$ cat src/rtl/mult_div_if.sv
// Request/response bundle between the datapath control and the multiply/divide unit.
interface mult_div_if #(
  parameter int WIDTH = 32
);
  logic             i_start;
  logic [1:0]       i_op;
  logic [WIDTH-1:0] i_rs_data;
  logic [WIDTH-1:0] i_rt_data;
  logic             i_mthi;
  logic             i_mtlo;
  logic [WIDTH-1:0] i_wr_data;
  logic             o_busy;
  logic             o_done;
  logic             o_div_by_zero;
  logic [WIDTH-1:0] o_hi;
  logic [WIDTH-1:0] o_lo;

  modport master (
    output i_start, i_op, i_rs_data, i_rt_data, i_mthi, i_mtlo, i_wr_data,
    input  o_busy, o_done, o_div_by_zero, o_hi, o_lo
  );

  modport slave (
    input  i_start, i_op, i_rs_data, i_rt_data, i_mthi, i_mtlo, i_wr_data,
    output o_busy, o_done, o_div_by_zero, o_hi, o_lo
  );
endinterface

$ cat src/rtl/mult_div_unit.sv
// Iterative shift-add multiplier / restoring divider owning the HI/LO registers.
// Signed ops run on magnitudes; the FIX state restores signs before HI/LO are written.
module mult_div_unit #(
  parameter int WIDTH = 32
) (
  input logic       clk,
  input logic       reset,
  mult_div_if.slave bus
);
  localparam int            CW   = $clog2(WIDTH);
  localparam logic [CW-1:0] LAST = CW'(WIDTH - 1);

  typedef enum logic [1:0] {S_IDLE, S_CALC, S_FIX, S_DONE} state_t;
  state_t r_state, w_nextState;

  logic [WIDTH-1:0]   r_hi, r_lo;
  logic [WIDTH-1:0]   r_accHi, r_accLo, r_operand;
  logic [CW-1:0]      r_count;
  logic               r_isDiv, r_negQ, r_negR, r_divZero;

  logic               w_busy, w_done, w_accept, w_mtAllowed;
  logic               w_signedOp, w_rsNeg, w_rtNeg;
  logic [WIDTH-1:0]   w_rsMag, w_rtMag;
  logic [WIDTH:0]     w_mulSum, w_divShift;
  logic [WIDTH-1:0]   w_divDiff;
  logic               w_divFits;
  logic [2*WIDTH-1:0] w_prod, w_prodFix;
  logic [WIDTH-1:0]   w_quotFix, w_remFix;

  always_ff @(posedge clk) begin
    if (reset) r_state <= S_IDLE;
    else       r_state <= w_nextState;
  end

  always_comb begin
    w_nextState = r_state;
    w_busy      = 1'b0;
    w_done      = 1'b0;
    case (r_state)
      S_IDLE: if (bus.i_start) w_nextState = S_CALC;
      S_CALC: begin
        w_busy = 1'b1;
        if (r_count == LAST) w_nextState = S_FIX;
      end
      S_FIX: begin
        w_busy      = 1'b1;
        w_nextState = S_DONE;
      end
      S_DONE: begin
        w_done      = 1'b1;
        w_nextState = bus.i_start ? S_CALC : S_IDLE;
      end
      default: w_nextState = S_IDLE;
    endcase
  end

  assign w_accept    = bus.i_start & ~w_busy;
  assign w_mtAllowed = ~w_busy & ~bus.i_start;

  assign w_signedOp = ~bus.i_op[0];
  assign w_rsNeg    = w_signedOp & bus.i_rs_data[WIDTH-1];
  assign w_rtNeg    = w_signedOp & bus.i_rt_data[WIDTH-1];
  assign w_rsMag    = w_rsNeg ? -bus.i_rs_data : bus.i_rs_data;
  assign w_rtMag    = w_rtNeg ? -bus.i_rt_data : bus.i_rt_data;

  // Multiply keeps the multiplier in accLo and shifts the running product in from the top.
  assign w_mulSum   = {1'b0, r_accHi} + (r_accLo[0] ? {1'b0, r_operand} : '0);
  assign w_divShift = {r_accHi, r_accLo[WIDTH-1]};
  assign w_divFits  = (w_divShift >= {1'b0, r_operand});
  assign w_divDiff  = w_divShift[WIDTH-1:0] - r_operand;

  assign w_prod    = {r_accHi, r_accLo};
  assign w_prodFix = r_negQ ? -w_prod : w_prod;
  assign w_quotFix = r_divZero ? '1 : (r_negQ ? -r_accLo : r_accLo);
  assign w_remFix  = r_negR ? -r_accHi : r_accHi;

  always_ff @(posedge clk) begin
    if (reset) begin
      r_hi      <= '0;
      r_lo      <= '0;
      r_accHi   <= '0;
      r_accLo   <= '0;
      r_operand <= '0;
      r_count   <= '0;
      r_isDiv   <= 1'b0;
      r_negQ    <= 1'b0;
      r_negR    <= 1'b0;
      r_divZero <= 1'b0;
    end else begin
      if (w_accept) begin
        r_isDiv   <= bus.i_op[1];
        r_negQ    <= w_rsNeg ^ w_rtNeg;
        r_negR    <= bus.i_op[1] & w_rsNeg;
        r_divZero <= (bus.i_rt_data == '0);
        r_count   <= '0;
        r_accHi   <= '0;
        r_accLo   <= bus.i_op[1] ? w_rsMag : w_rtMag;
        r_operand <= bus.i_op[1] ? w_rtMag : w_rsMag;
      end else if (r_state == S_CALC) begin
        r_count <= r_count + 1'b1;
        if (r_isDiv) begin
          r_accHi <= w_divFits ? w_divDiff : w_divShift[WIDTH-1:0];
          r_accLo <= {r_accLo[WIDTH-2:0], w_divFits};
        end else begin
          r_accHi <= w_mulSum[WIDTH:1];
          r_accLo <= {w_mulSum[0], r_accLo[WIDTH-1:1]};
        end
      end

      // Architectural HI/LO change only on result write-back or an honoured move.
      if (r_state == S_FIX) begin
        if (r_isDiv) begin
          r_hi <= w_remFix;
          r_lo <= w_quotFix;
        end else begin
          r_hi <= w_prodFix[2*WIDTH-1:WIDTH];
          r_lo <= w_prodFix[WIDTH-1:0];
        end
      end else if (w_mtAllowed) begin
        if (bus.i_mthi) r_hi <= bus.i_wr_data;
        if (bus.i_mtlo) r_lo <= bus.i_wr_data;
      end
    end
  end

  assign bus.o_busy        = w_busy;
  assign bus.o_done        = w_done;
  assign bus.o_div_by_zero = w_done & r_isDiv & r_divZero;
  assign bus.o_hi          = r_hi;
  assign bus.o_lo          = r_lo;
endmodule

$ cat src/flat_wrapper.sv
// flat-port wrapper written by rule: the top's interface ports become plain ports
module mult_div_unit_flat 
#(
  parameter int WIDTH = 32
)
  (clk, reset, bus_i_start, bus_i_op, bus_i_rs_data, bus_i_rt_data, bus_i_mthi, bus_i_mtlo, bus_i_wr_data, bus_o_busy, bus_o_done, bus_o_div_by_zero, bus_o_hi, bus_o_lo);
  mult_div_if #(.WIDTH(WIDTH)) bus_i ();
  input logic clk;
  input logic reset;
  input wire logic [$bits(bus_i.i_start)-1:0] bus_i_start;
  input wire logic [$bits(bus_i.i_op)-1:0] bus_i_op;
  input wire logic [$bits(bus_i.i_rs_data)-1:0] bus_i_rs_data;
  input wire logic [$bits(bus_i.i_rt_data)-1:0] bus_i_rt_data;
  input wire logic [$bits(bus_i.i_mthi)-1:0] bus_i_mthi;
  input wire logic [$bits(bus_i.i_mtlo)-1:0] bus_i_mtlo;
  input wire logic [$bits(bus_i.i_wr_data)-1:0] bus_i_wr_data;
  output wire logic [$bits(bus_i.o_busy)-1:0] bus_o_busy;
  output wire logic [$bits(bus_i.o_done)-1:0] bus_o_done;
  output wire logic [$bits(bus_i.o_div_by_zero)-1:0] bus_o_div_by_zero;
  output wire logic [$bits(bus_i.o_hi)-1:0] bus_o_hi;
  output wire logic [$bits(bus_i.o_lo)-1:0] bus_o_lo;
  assign bus_i.i_start = bus_i_start;
  assign bus_i.i_op = bus_i_op;
  assign bus_i.i_rs_data = bus_i_rs_data;
  assign bus_i.i_rt_data = bus_i_rt_data;
  assign bus_i.i_mthi = bus_i_mthi;
  assign bus_i.i_mtlo = bus_i_mtlo;
  assign bus_i.i_wr_data = bus_i_wr_data;
  assign bus_o_busy = bus_i.o_busy;
  assign bus_o_done = bus_i.o_done;
  assign bus_o_div_by_zero = bus_i.o_div_by_zero;
  assign bus_o_hi = bus_i.o_hi;
  assign bus_o_lo = bus_i.o_lo;
  mult_div_unit #(.WIDTH(WIDTH)) u_core (.clk(clk), .reset(reset), .bus(bus_i));
endmodule
$ cat config.mk
export PLATFORM = sky130hd
export DESIGN_NAME = mult_div_unit_flat
export DESIGN_NICKNAME = d
export VERILOG_FILES = /design/src/rtl/mult_div_if.sv /design/src/rtl/mult_div_unit.sv /design/src/flat_wrapper.sv
export SDC_FILE = /design/constraint.sdc
export NUM_CORES = 1
export LEC_CHECK = 0
export BUFFER_PORTS_ARGS = -buffer_cell sky130_fd_sc_hd__buf_2
export CORE_MARGIN = 4
export CORE_UTILIZATION = 30
export CTS_BUF_LIST = sky130_fd_sc_hd__clkbuf_8
export CTS_CLUSTER_DIAMETER = 100
export DETAILED_ROUTE_END_ITERATION = 8
export PLACE_DENSITY = 0.52
export SETUP_SLACK_MARGIN = 0.02
export SYNTH_ARGS = -nofsm -noshare
export SYNTH_HDL_FRONTEND = slang
export SYNTH_SLANG_ARGS = --single-unit
$ cat constraint.sdc
create_clock -name clk -period 4.15 [get_ports clk]
set_input_delay 0.6225 -clock clk [delete_from_list [all_inputs] [get_ports clk]]
set_output_delay 0.6225 -clock clk [all_outputs]
set_load 0.005 [all_outputs]
==> results.toml <==
[pwr]
peakVddDrop_v = 0.000457
design_power_total_w = 0.0118
powerDensity_nw_per_um2 = 708
p_leak_nw = 6.82

[logic_synthesis]
syn_nets = 2145
ys.flop_type = "dfxtp_1"
yosysMostFrequentCell = "nor2_1"
yosys-top-cells-count = "nor2_1 (211), a211oi_1 (173), dfxtp_1 (171)"
synth_top_cell_area_share = 0.234
syn_inst = 1965
synthDistinctLibCells = 73
synth.avg_cell_area_sq_um = 7.46
yosysWarningCount = 0
synth_seq_cells = 171
synth_area_sq_um = 14700
synth_area_leaders = "dfxtp_1 (23%), a211oi_1 (8.9%), ha_1 (6.4%)"
synth_area_leader_cell = "dfxtp_1"
synth-async-reset-ratio = 0
yosysSeqAreaShare = 0.234
synth_edf_count = 0

[critical_path]
rrSetupSlack_ns = 0.40
ff2ff_path_depth = 12
critPathArrivalTime_ns = 4.21
r2r_start = "u_core.r_operand[12]$_SDFFE_PP0P_"
startpoint_type = "register"
rr_endpoint = "u_core.r_accHi[18]$_SDFFE_PP0P_"
crit_type = "reg2reg"
crit_path_max_fanout = 22
required_ns = 4.61
end_kind = "register"

[detailed_routing]
drt-vias-per-instance = 5.61
wl_per_cell_microns = 21.1
route.detailed.drc = 0
final_antenna_net_count = 0
drt_iter0_drc = 1376
drt-pass1-iter-count = 5
wirelength_microns = 57000
vias = 15176

[layout]
fin_util = 0.347
drive_gt1_frac = 0.149
diodes = 0
area_growth_syn_to_layout_pct = 13.7
finish.net_count = 2257

[grt]
grt_overflow = 0
antenna_found_initial = 0
grt_max_degree = 72
grt_pass1_vias = 14020
grt_first_pass_wirelength_microns = 85100
globalRouteTotalUtil = 0.206

[floorplan]
die_h_microns = 229
design.core.area_sq_um = 48000
rows = 80
die-area_sq_um = 52500
fp.dieW_microns = 229
pin_count = 170
initial_core_util = 0.305

[min_path]
min_from = "u_core.r_operand[5]$_SDFFE_PP0P_"
min_to = "u_core.r_operand[5]$_SDFFE_PP0P_"
hp-class = "reg2reg"
hold_depth = 2

[timing]
fmax_mhz = 267
worst_pin_slew_ns = 1.15
setup_viol = 0
hold_viol = 0
period_needed_ns = 3.75
fin_crit_sh = 0.902
fin_worst_skew_ns = 0.0239
slew_headroom = 0.235
tns_ns = 0
rsz0062_at_grt = "false"
fin_ws_ns = 0.405
drv_slew = 0

[clocking]
cts_tree = "yes"
hold_buffers = 0
post-cts-setup-buffers = 0
cts.sinks = 171
post_cts_resized = 0
htreeDepth = 4
clk_pin_slew_ns = 0.10
clock_path_buffers = 2
insertion_delay_ns = 0.52
cts-root-buf = "clkbuf_8"
cts_buffers = 17

[placement]
gp_congestion = 0.942
portBuffers = 169
dp_hpwl_microns = 44800
dp_slack_ns = 0.397

[job]
maxCapViolCount = 0

[run_status]
status = "finished, final reports clean"
==> stage by stage <==
step | instance area (sq um) | instances | hold WS [ns]
after global placement | 16300 | 2673 | 0.443
after CTS | 16700 | 2705 | 0.423
after floorplan | 14700 | 1965 | 0.432
final | 16700 | 2705 | 0.459
after global routing | 16700 | 2705 | 0.448
after detailed placement | 16300 | 2673 | 0.446
==> logic make-up after synthesis <==
kind of cell               count (synthesis)  synth area share
buffers and inverters                    211            0.0550
AOI/OAI and AO/OA                        656             0.296
adders and majority gates                 77            0.0667
muxes                                     63            0.0440
DFF                                      171             0.234
and+or+nand+nor                          614             0.202
xor gates and xnor gates                 173             0.103
==> report_power, final <==
group,switching (W),internal (W),leakage [nW],total [W]
clock network,0.000755,0.000455,0.193,0.00121
logic,0.00479,0.00312,5.22,0.00791
registers,0.000495,0.00220,1.40,0.00269
==> layout by cell type, fill, tap and decap left out, types with 64 or more instances in the layout <==
master      n
buf_2     168
xor2_1     89
o21ai_0   112
a211oi_1  173
nand2_1   136
nor2b_1    73
nor2_1    209
xnor2_1    84
ha_1       73
dfxtp_1   170
buf_4      64
inv_1      70
a21oi_1   163
==> registers in the layout, summed over array words and instances (netlist names) <==
signal / count
u_core.r_count: 5
u_core.r_negQ: 1
u_core.r_accLo: 32
u_core.r_divZero: 1
u_core.r_state: 2
u_core.bus.o_lo: 32
u_core.r_accHi: 32
u_core.r_isDiv: 1
u_core.r_negR: 1
u_core.r_operand: 32
u_core.bus.o_hi: 32
==> critical path, cell delays in order (launching register included) <==
cell and delay (ns):
dfxtp_1 0.35, inv_1 0.10, ha_1 0.39, a21oi_1 0.36
o21ai_0 0.20, a22o_1 0.27, a221oi_1 0.57, a31oi_1 0.28
o21ai_1 0.32, buf_4 0.34, nand2_1 0.10, a311oi_1 0.27
a31o_2 0.14
==> worst max-delay path by stage <==
stage	start	to	slack, ns	cells past startpoint
6_report	u_core.r_operand[12]$_SDFFE_PP0P_	u_core.r_accHi[18]$_SDFFE_PP0P_	0.40	12
5_1_grt	u_core.r_operand[12]$_SDFFE_PP0P_	u_core.r_accHi[18]$_SDFFE_PP0P_	0.07	12
2_1_floorplan	u_core.r_accHi[14]$_SDFFE_PP0P_	u_core.r_accHi[11]$_SDFFE_PP0P_	0.88	13
4_1_cts	u_core.r_operand[12]$_SDFFE_PP0P_	u_core.r_accHi[26]$_SDFFE_PP0P_	0.46	12
3_5_place_dp	bus_i_rt_data[4]	u_core.r_operand[30]$_SDFFE_PP0P_	0.40	11
3_3_place_gp	bus_i_rt_data[4]	u_core.r_operand[30]$_SDFFE_PP0P_	0.41	11
==> routing by layer <==
metal / GRT usage / up-vias / wire, microns
met1: 0.298 / 7216 / 27400
met2: 0.314 / 538 / 24600
li1: - / 7376 / -
met5: 0 / - / 0
met3: 0.0403 / 46 / 3850
met4: 0.0491 / 0 / 1050
==> final cells by class <==
| class | instances | area [sq um] |
|---|---|---|
| multi-input cells | 1583 | 10500 |
| flip-flops and latches | 171 | 3430 |
| clock inverters | 14 | 129 |
| clock buffers | 18 | 248 |
| fillers | 5162 | 31400 |
| inverters | 70 | 263 |
| well taps | 615 | 769 |
| repair buffers | 234 | 1360 |
No activity file was read; power rests on OpenSTA's default activity.
